==> config.mk <==
export PLATFORM = sky130hd
export DESIGN_NAME = piano_seq_ctrl
export DESIGN_NICKNAME = d
export VERILOG_FILES = /design/src/rtl/piano_pkg.sv /design/src/rtl/piano_square_gen.sv /design/src/rtl/piano_seq_ctrl.sv
export SDC_FILE = /design/constraint.sdc
export NUM_CORES = 1
export LEC_CHECK = 0
export ABC_AREA = 1
export CORE_AREA = 2 2 150 152
export CTS_BUF_LIST = sky130_fd_sc_hd__clkbuf_4 sky130_fd_sc_hd__clkbuf_8
export DETAILED_ROUTE_END_ITERATION = 10
export DIE_AREA = 0 0 152 154
export PLACE_DENSITY = 0.74
export SLEW_MARGIN = 20
export SYNTH_ARGS = -nofsm -noshare
export SYNTH_HDL_FRONTEND = slang
export SYNTH_HIERARCHICAL = 1
export SYNTH_SLANG_ARGS = --single-unit
==> constraint.sdc <==
create_clock -name clk -period 2.5 [get_ports clk]
set_input_delay 0.5 -clock clk [delete_from_list [all_inputs] [get_ports clk]]
set_output_delay 0.5 -clock clk [all_outputs]
set_load 0.05 [all_outputs]
==> src/rtl/piano_pkg.sv <==
// Shared types and rotary-duration defaults
// for the piano note sequencer.
package piano_pkg;

    typedef enum logic [2:0] {
        S_IDLE,
        S_POP,
        S_LATCH,
        S_ECHO,
        S_PLAY
    } state_t;

    typedef enum logic [1:0] {
        SGN_ZERO,
        SGN_POS,
        SGN_NEG
    } sign_t;

    localparam int LEN_STEP_DEF = 1250000;
    localparam int LEN_MIN_DEF  = 1250000;
    localparam int LEN_MAX_DEF  = 125000000;

endpackage

==> src/rtl/piano_square_gen.sv <==
// Square-wave generator: period latch, phase counter
// and level register, restarted on every note.
module piano_square_gen
    import piano_pkg::*;
#(
    parameter int PERIOD_W = 24
) (
    input  logic                clk,
    input  logic                rst,
    input  logic                start,
    input  logic [PERIOD_W-1:0] period,
    input  logic                active,
    output logic                level,
    output logic                audio_pwm
);

    logic [PERIOD_W-1:0] period_q;
    logic [PERIOD_W-1:0] phase;

    always_ff @(posedge clk) begin
        if (!rst) begin
            period_q <= '0;
            phase    <= '0;
            level    <= 1'b0;
        end else if (start) begin
            period_q <= period;
            phase    <= '0;
            level    <= 1'b0;
        end else if (active && period_q != '0) begin
            if (phase == period_q - PERIOD_W'(1)) begin
                phase <= '0;
                level <= ~level;
            end else begin
                phase <= phase + PERIOD_W'(1);
            end
        end
    end

    assign audio_pwm = level & active;

endmodule

==> src/rtl/piano_seq_ctrl.sv <==
// UART-driven monophonic note sequencer with echo,
// adjustable note length, I2S sample stream and PWM.
module piano_seq_ctrl
    import piano_pkg::*;
#(
    parameter int SAMPLE_W    = 20,
    parameter int PERIOD_W    = 24,
    parameter int LEN_W       = 27,
    parameter int LEN_DEFAULT = 25000000,
    parameter int LEN_STEP    = LEN_STEP_DEF,
    parameter int LEN_MIN     = LEN_MIN_DEF,
    parameter int LEN_MAX     = LEN_MAX_DEF,
    parameter int SAMPLE_DIV  = 2834,
    parameter int AMPL        = 262143,
    parameter int RETRIGGER   = 1
) (
    input  logic                clk,
    input  logic                rst,
    input  logic                rotary_event,
    input  logic                rotary_left,
    input  logic [7:0]          ua_receive_dout,
    input  logic                ua_receive_empty,
    output logic                ua_receive_rd_en,
    output logic [7:0]          ua_transmit_din,
    output logic                ua_transmit_wr_en,
    input  logic                ua_transmit_full,
    output logic [7:0]          rom_address,
    input  logic [PERIOD_W-1:0] rom_period,
    output logic [SAMPLE_W-1:0] i2s_din,
    output logic                i2s_wr_en,
    input  logic                i2s_full,
    output logic                audio_pwm,
    output logic                note_active,
    output logic                sample_drop
);

    localparam int TICK_W = $clog2(SAMPLE_DIV + 1);
    localparam int WIDE_W = LEN_W + 1;
    localparam logic [TICK_W-1:0] TICK_LAST = TICK_W'(SAMPLE_DIV - 1);
    localparam logic [WIDE_W-1:0] STEP_X = WIDE_W'(LEN_STEP);
    localparam logic [WIDE_W-1:0] MIN_X  = WIDE_W'(LEN_MIN);
    localparam logic [WIDE_W-1:0] MAX_X  = WIDE_W'(LEN_MAX);
    localparam logic [SAMPLE_W-1:0] POS  = SAMPLE_W'(AMPL);
    localparam logic [SAMPLE_W-1:0] NEG  = SAMPLE_W'(-AMPL);

    state_t              state;
    state_t              nxt;
    sign_t               sign;
    logic [7:0]          key;
    logic [LEN_W-1:0]    dur;
    logic [LEN_W-1:0]    len_q;
    logic [LEN_W-1:0]    note_cnt;
    logic [WIDE_W-1:0]   dur_up;
    logic [WIDE_W-1:0]   dur_dn;
    logic [TICK_W-1:0]   tick_cnt;
    logic                tone;
    logic                level;
    logic                tick;
    logic                note_end;

    always_ff @(posedge clk) begin
        if (!rst) begin
            state <= S_IDLE;
        end else begin
            state <= nxt;
        end
    end

    assign note_end = note_cnt == len_q - LEN_W'(1);

    always_comb begin
        nxt               = state;
        ua_receive_rd_en  = 1'b0;
        ua_transmit_wr_en = 1'b0;
        unique case (state)
            S_IDLE: begin
                if (!ua_receive_empty) nxt = S_POP;
            end
            S_POP: begin
                ua_receive_rd_en = 1'b1;
                nxt              = S_LATCH;
            end
            S_LATCH: nxt = S_ECHO;
            S_ECHO: begin
                if (!ua_transmit_full) begin
                    ua_transmit_wr_en = 1'b1;
                    nxt               = S_PLAY;
                end
            end
            S_PLAY: begin
                if (RETRIGGER != 0 && !ua_receive_empty) begin
                    nxt = S_POP;
                end else if (note_end) begin
                    nxt = S_IDLE;
                end
            end
            default: nxt = S_IDLE;
        endcase
    end

    assign note_active     = state == S_PLAY;
    assign rom_address     = key;
    assign ua_transmit_din = ua_transmit_wr_en ? key : 8'h00;

    always_ff @(posedge clk) begin
        if (!rst) begin
            key      <= '0;
            len_q    <= '0;
            note_cnt <= '0;
            tone     <= 1'b0;
        end else begin
            if (state == S_LATCH) key <= ua_receive_dout;
            if (ua_transmit_wr_en) begin
                len_q    <= dur;
                note_cnt <= '0;
                tone     <= rom_period != '0;
            end else if (state == S_PLAY) begin
                note_cnt <= note_cnt + LEN_W'(1);
            end
        end
    end

    // One extra bit catches both borrow and overflow before clamping.
    assign dur_up = {1'b0, dur} + STEP_X;
    assign dur_dn = {1'b0, dur} - STEP_X;

    always_ff @(posedge clk) begin
        if (!rst) begin
            dur <= LEN_W'(LEN_DEFAULT);
        end else if (rotary_event) begin
            if (rotary_left) begin
                dur <= (dur_dn[LEN_W] || dur_dn < MIN_X)
                     ? LEN_W'(LEN_MIN) : dur_dn[LEN_W-1:0];
            end else begin
                dur <= (dur_up > MAX_X)
                     ? LEN_W'(LEN_MAX) : dur_up[LEN_W-1:0];
            end
        end
    end

    piano_square_gen #(
        .PERIOD_W (PERIOD_W)
    ) u_sq (
        .clk       (clk),
        .rst       (rst),
        .start     (ua_transmit_wr_en),
        .period    (rom_period),
        .active    (note_active),
        .level     (level),
        .audio_pwm (audio_pwm)
    );

    assign tick = tick_cnt == TICK_LAST;

    always_ff @(posedge clk) begin
        if (!rst || tick) begin
            tick_cnt <= '0;
        end else begin
            tick_cnt <= tick_cnt + TICK_W'(1);
        end
    end

    always_comb begin
        sign = SGN_ZERO;
        if (note_active) begin
            if (level) begin
                sign = SGN_POS;
            end else if (tone) begin
                sign = SGN_NEG;
            end
        end
    end

    assign i2s_wr_en   = tick & ~i2s_full;
    assign sample_drop = tick & i2s_full;

    always_comb begin
        i2s_din = '0;
        if (i2s_wr_en) begin
            unique case (sign)
                SGN_POS: i2s_din = POS;
                SGN_NEG: i2s_din = NEG;
                default: i2s_din = '0;
            endcase
        end
    end

endmodule

==> metrics.md <==
| Metric | Value |
|---|---|
| Status | `complete, no violations` |
| Top cells by count, synth | `nand2_1, nor2_1, inv_1` |
| Hold Worst Slack | `about 0.44 ns` |
| Cts bufs inserted | `17` |
| CP Class | `flop to primary output` |
| # IOs | `81` |
| Final Hold Fails | `0` |
| Slew @ Worst Pin | `approximately 0.60 ns` |
| Hold Path Class | `flop to flop` |
| H-Tree Depth | `4` |
| RD Place Congestion | `roughly 0.99` |
| Port buffer count | `80` |
| R2r startpoint | `dur[5]$_SDFFE_PN0P_` |
| Vias in the first global route | `~11000` |
| Synth Flop Type | `dfxtp_1` |
| Avg WL per Cell | `15.5 um` |
| Endpoint class of the critical path | `primary output` |
| R2r worst-path depth | `21` |
| HPWL after DPL | `between 20000 and 30000 um` |
| Core Region | `between 0.02 and 0.025 mm2` |
| Critical Path RT | `around 2.0 ns` |
| Synth cell types | `42` |
| CTS sink count | `146` |
| Worst hold path depth | `1` |
| Total GRT Usage | `0.278` |
| Post-Synth Simple-Gate Area | `0.403` |
| Final wirelength | `between 30000 and 40000 um` |
| Reg2reg end | `dur[19]$_SDFFE_PN1P_` |
| Number of DRC markers in iteration 0 | `a little over 900` |
| Drt pass-1 iters | `5` |
| Antenna violations before repair | `0` |
| PwrDens | `a little over 500 mW/mm2` |
| # nets final | `just under 2000` |
| Peak supply drop | `a little under 0.3 mV` |
| Worst skew pair latency | `0.47 ns` |
| Synth Area in Compound Gates | `0.104` |
| Number of flops mapped to enable cells by yosys | `0` |
| Vias per inst | `between 5 and 6` |
| Startpoint Class | `flop` |
| Hold path endpoint | `tick_cnt[0]$_SDFF_PP0_` |
| Area share of fa/ha/maj cells after synthesis | `0.0157` |
| Mapped cell area | `between 0.01 and 0.015 mm2` |
| Met2 GRT Util | `0.477` |
| Async set or reset register ratio after synthesis | `0` |
| Synth Warn # | `6` |
| Std cell rows | `54` |
| Residual DRC count | `0` |
| GRT met3 Usage | `0.0471` |
| Worst-path clk slew | `approximately 0.08 ns` |
| Global route hottest layer | `met2` |
| Max_slew headroom | `0.597` |
| Minimum clock period | `about 2.5 ns` |
| # diodes | `0` |
| Slew Viols, Final | `0` |
| GR Layer Usage met1 | `0.349` |
| Post-DRT Antenna Nets | `0` |
| Crit Path Max Fanout | `8` |
| Mapped Avg Cell Area | `6.07 um2` |
| First-pass GRT wire length | `roughly 53000 um` |
| Fin area | `around 0.014 mm2` |
| Finished Layout Cells | `2167` |
| Top-area cell type share of the netlist area | `0.283` |
| Yosys reg bits | `146` |
| Area grow syn2layout | `31.5%` |
| Post-synthesis sequential area ratio | `0.283` |
| Pleak | `6.10 nW` |
| Area leader, netlist | `dfxtp_1` |
| Mapped Cells | `1704` |
| Die Y-Extent | `between 150 and 200 um` |
| Initial Util | `0.477` |
| Hold_sp | `tick_cnt[0]$_SDFF_PP0_` |
| Chip Width | `approximately 150 um` |
| Largest family of logic cells by synthesized area | `simple AND/OR/NAND/NOR gates` |
| Most common cell in the netlist | `nand2_1` |
| CTS tree | `done` |
| Synth top area cells | `dfxtp_1, nand2_1, nor2_1` |
| Post-Place Cells | `approximately 2100` |
| Synthesized net count | `about 1800` |
| Xor/xnor share of the synthesized area | `0.0855` |
| Max Clock Freq | `between 400 and 500 MHz` |
| Unrepaired setup endpoints after global routing | `true` |
| Clk_skew | `roughly 0.012 ns` |
| Detailed-route via count | `roughly 12000` |
| Ratio of cells with drive above 1 in the final layout | `0.211` |
| Clock root buffer | `clkbuf_8` |
| CP arrival | `between 1.5 and 2 ns` |
| Clk buf depth | `2` |
| Mux cell area share after synthesis | `0` |
| Worst R2R Setup Slack | `0.09 ns` |
| Max cap viols | `0` |
| Full die area | `~0.023 mm2` |
| Crit. Startpoint | `tick_cnt[9]$_SDFF_PP0_` |
| Largest net degree at the start of global routing | `66` |
| Remaining global-route overflow | `0` |
| Final Util | `0.627` |
| Fin crit share | `0.990` |
| Placement Cell Area | `~0.012 mm2` |
| Final setup viols | `0` |
## worst max-delay path by stage
stage	end	slack, ns	depth (start not counted)
6_report	i2s_din[4]	0.02	10
5_1_grt	i2s_din[7]	-0.09	10
4_1_cts	i2s_din[4]	-0.12	11
3_5_place_dp	dur[5]$_SDFFE_PN0P_	-0.06	19
3_3_place_gp	dur[26]$_SDFFE_PN0P_	-0.03	20
2_1_floorplan	ua_transmit_din[0]	-0.05	7
## report_power, final
| part | internal, mW | switching, mW |
|---|---|---|
| combinational | 0.923 | 1.48 |
| clock | 1.04 | 0.957 |
| sequential | 2.43 | 0.128 |
## per-layer routing
metal  part of all wire  routed length, um
met4              0.035               1190
met1               0.43              14400
met2               0.48              16200
met3              0.057               1910
met5                  0                  0
## logic make-up after synthesis
logic type | after synthesis
and+or+nand+nor | 970
AOI/OAI and AO/OA | 206
DFF | 146
buffers and inverters | 268
xor gates and xnor gates | 101
adders and majority gates | 13
## critical path: stages, from the launching register on
cell and delay [ns]:
dfxtp_2 0.36, nand2_4 0.07, nor3_2 0.10, nand4_1 0.09
nor2_1 0.12, inv_2 0.07, nor2_4 0.12, inv_4 0.06
nor2_4 0.20, buf_12 0.19, buf_12 0.15
## sequential cells by signal, summed over array words and instances (netlist names)
| name | count |
|---|---|
| state | 3 |
| u_sq/level | 1 |
| u_sq/period_q | 24 |
| tick_cnt | 12 |
| note_cnt | 27 |
| dur | 23 |
| u_sq/phase | 24 |
| tone | 1 |
| len_q | 23 |
| rom_address | 8 |
## cells in the final DEF (no fill, tap or decap), drive strengths merged, types with 25 or more instances in the layout
| cell | count |
|---|---|
| o21ai | 104 |
| nor2 | 305 |
| nor3 | 32 |
| a21oi | 86 |
| xor2 | 76 |
| nand4 | 33 |
| xnor2 | 25 |
| nand2 | 432 |
| dfxtp | 146 |
| buf | 167 |
| clkdlybuf4s50 | 45 |
| nand3 | 130 |
| inv | 203 |
## cell type report
| type | count | area, um2 |
|---|---|---|
| repair buffers | 214 | 2220 |
| multi-input cells | 1291 | 6850 |
| flip-flops and latches | 146 | 2980 |
| clock inverters | 10 | 135 |
| well taps | 280 | 350 |
| fillers | 1945 | 8080 |
| inverters | 206 | 795 |
| clock buffers | 20 | 269 |
## per-stage QoR
| step | TNS, ns | power (mW) | setup WS, ns |
|---|---|---|---|
| after floorplan | -1.09 | 4.05 | -0.0543 |
| after global placement | -0.0713 | 4.75 | -0.0293 |
| after detailed placement | -0.314 | 4.77 | -0.0629 |
| after CTS | -1.73 | 6.77 | -0.116 |
| after global routing | -2.03 | 7.33 | -0.0896 |
| final | 0 | 6.95 | 0.0243 |
## what timing repair did
item	4_1_cts	5_1_grt
buffers inserted	9	17
endpoints found under the setup margin	45	70
pin swaps	6	54
hold buffers	0	0
cloned	2	1
hold endpoints to repair	0	0
gates resized for setup	23	205
Note: power is estimated with default switching activity, not from simulation.
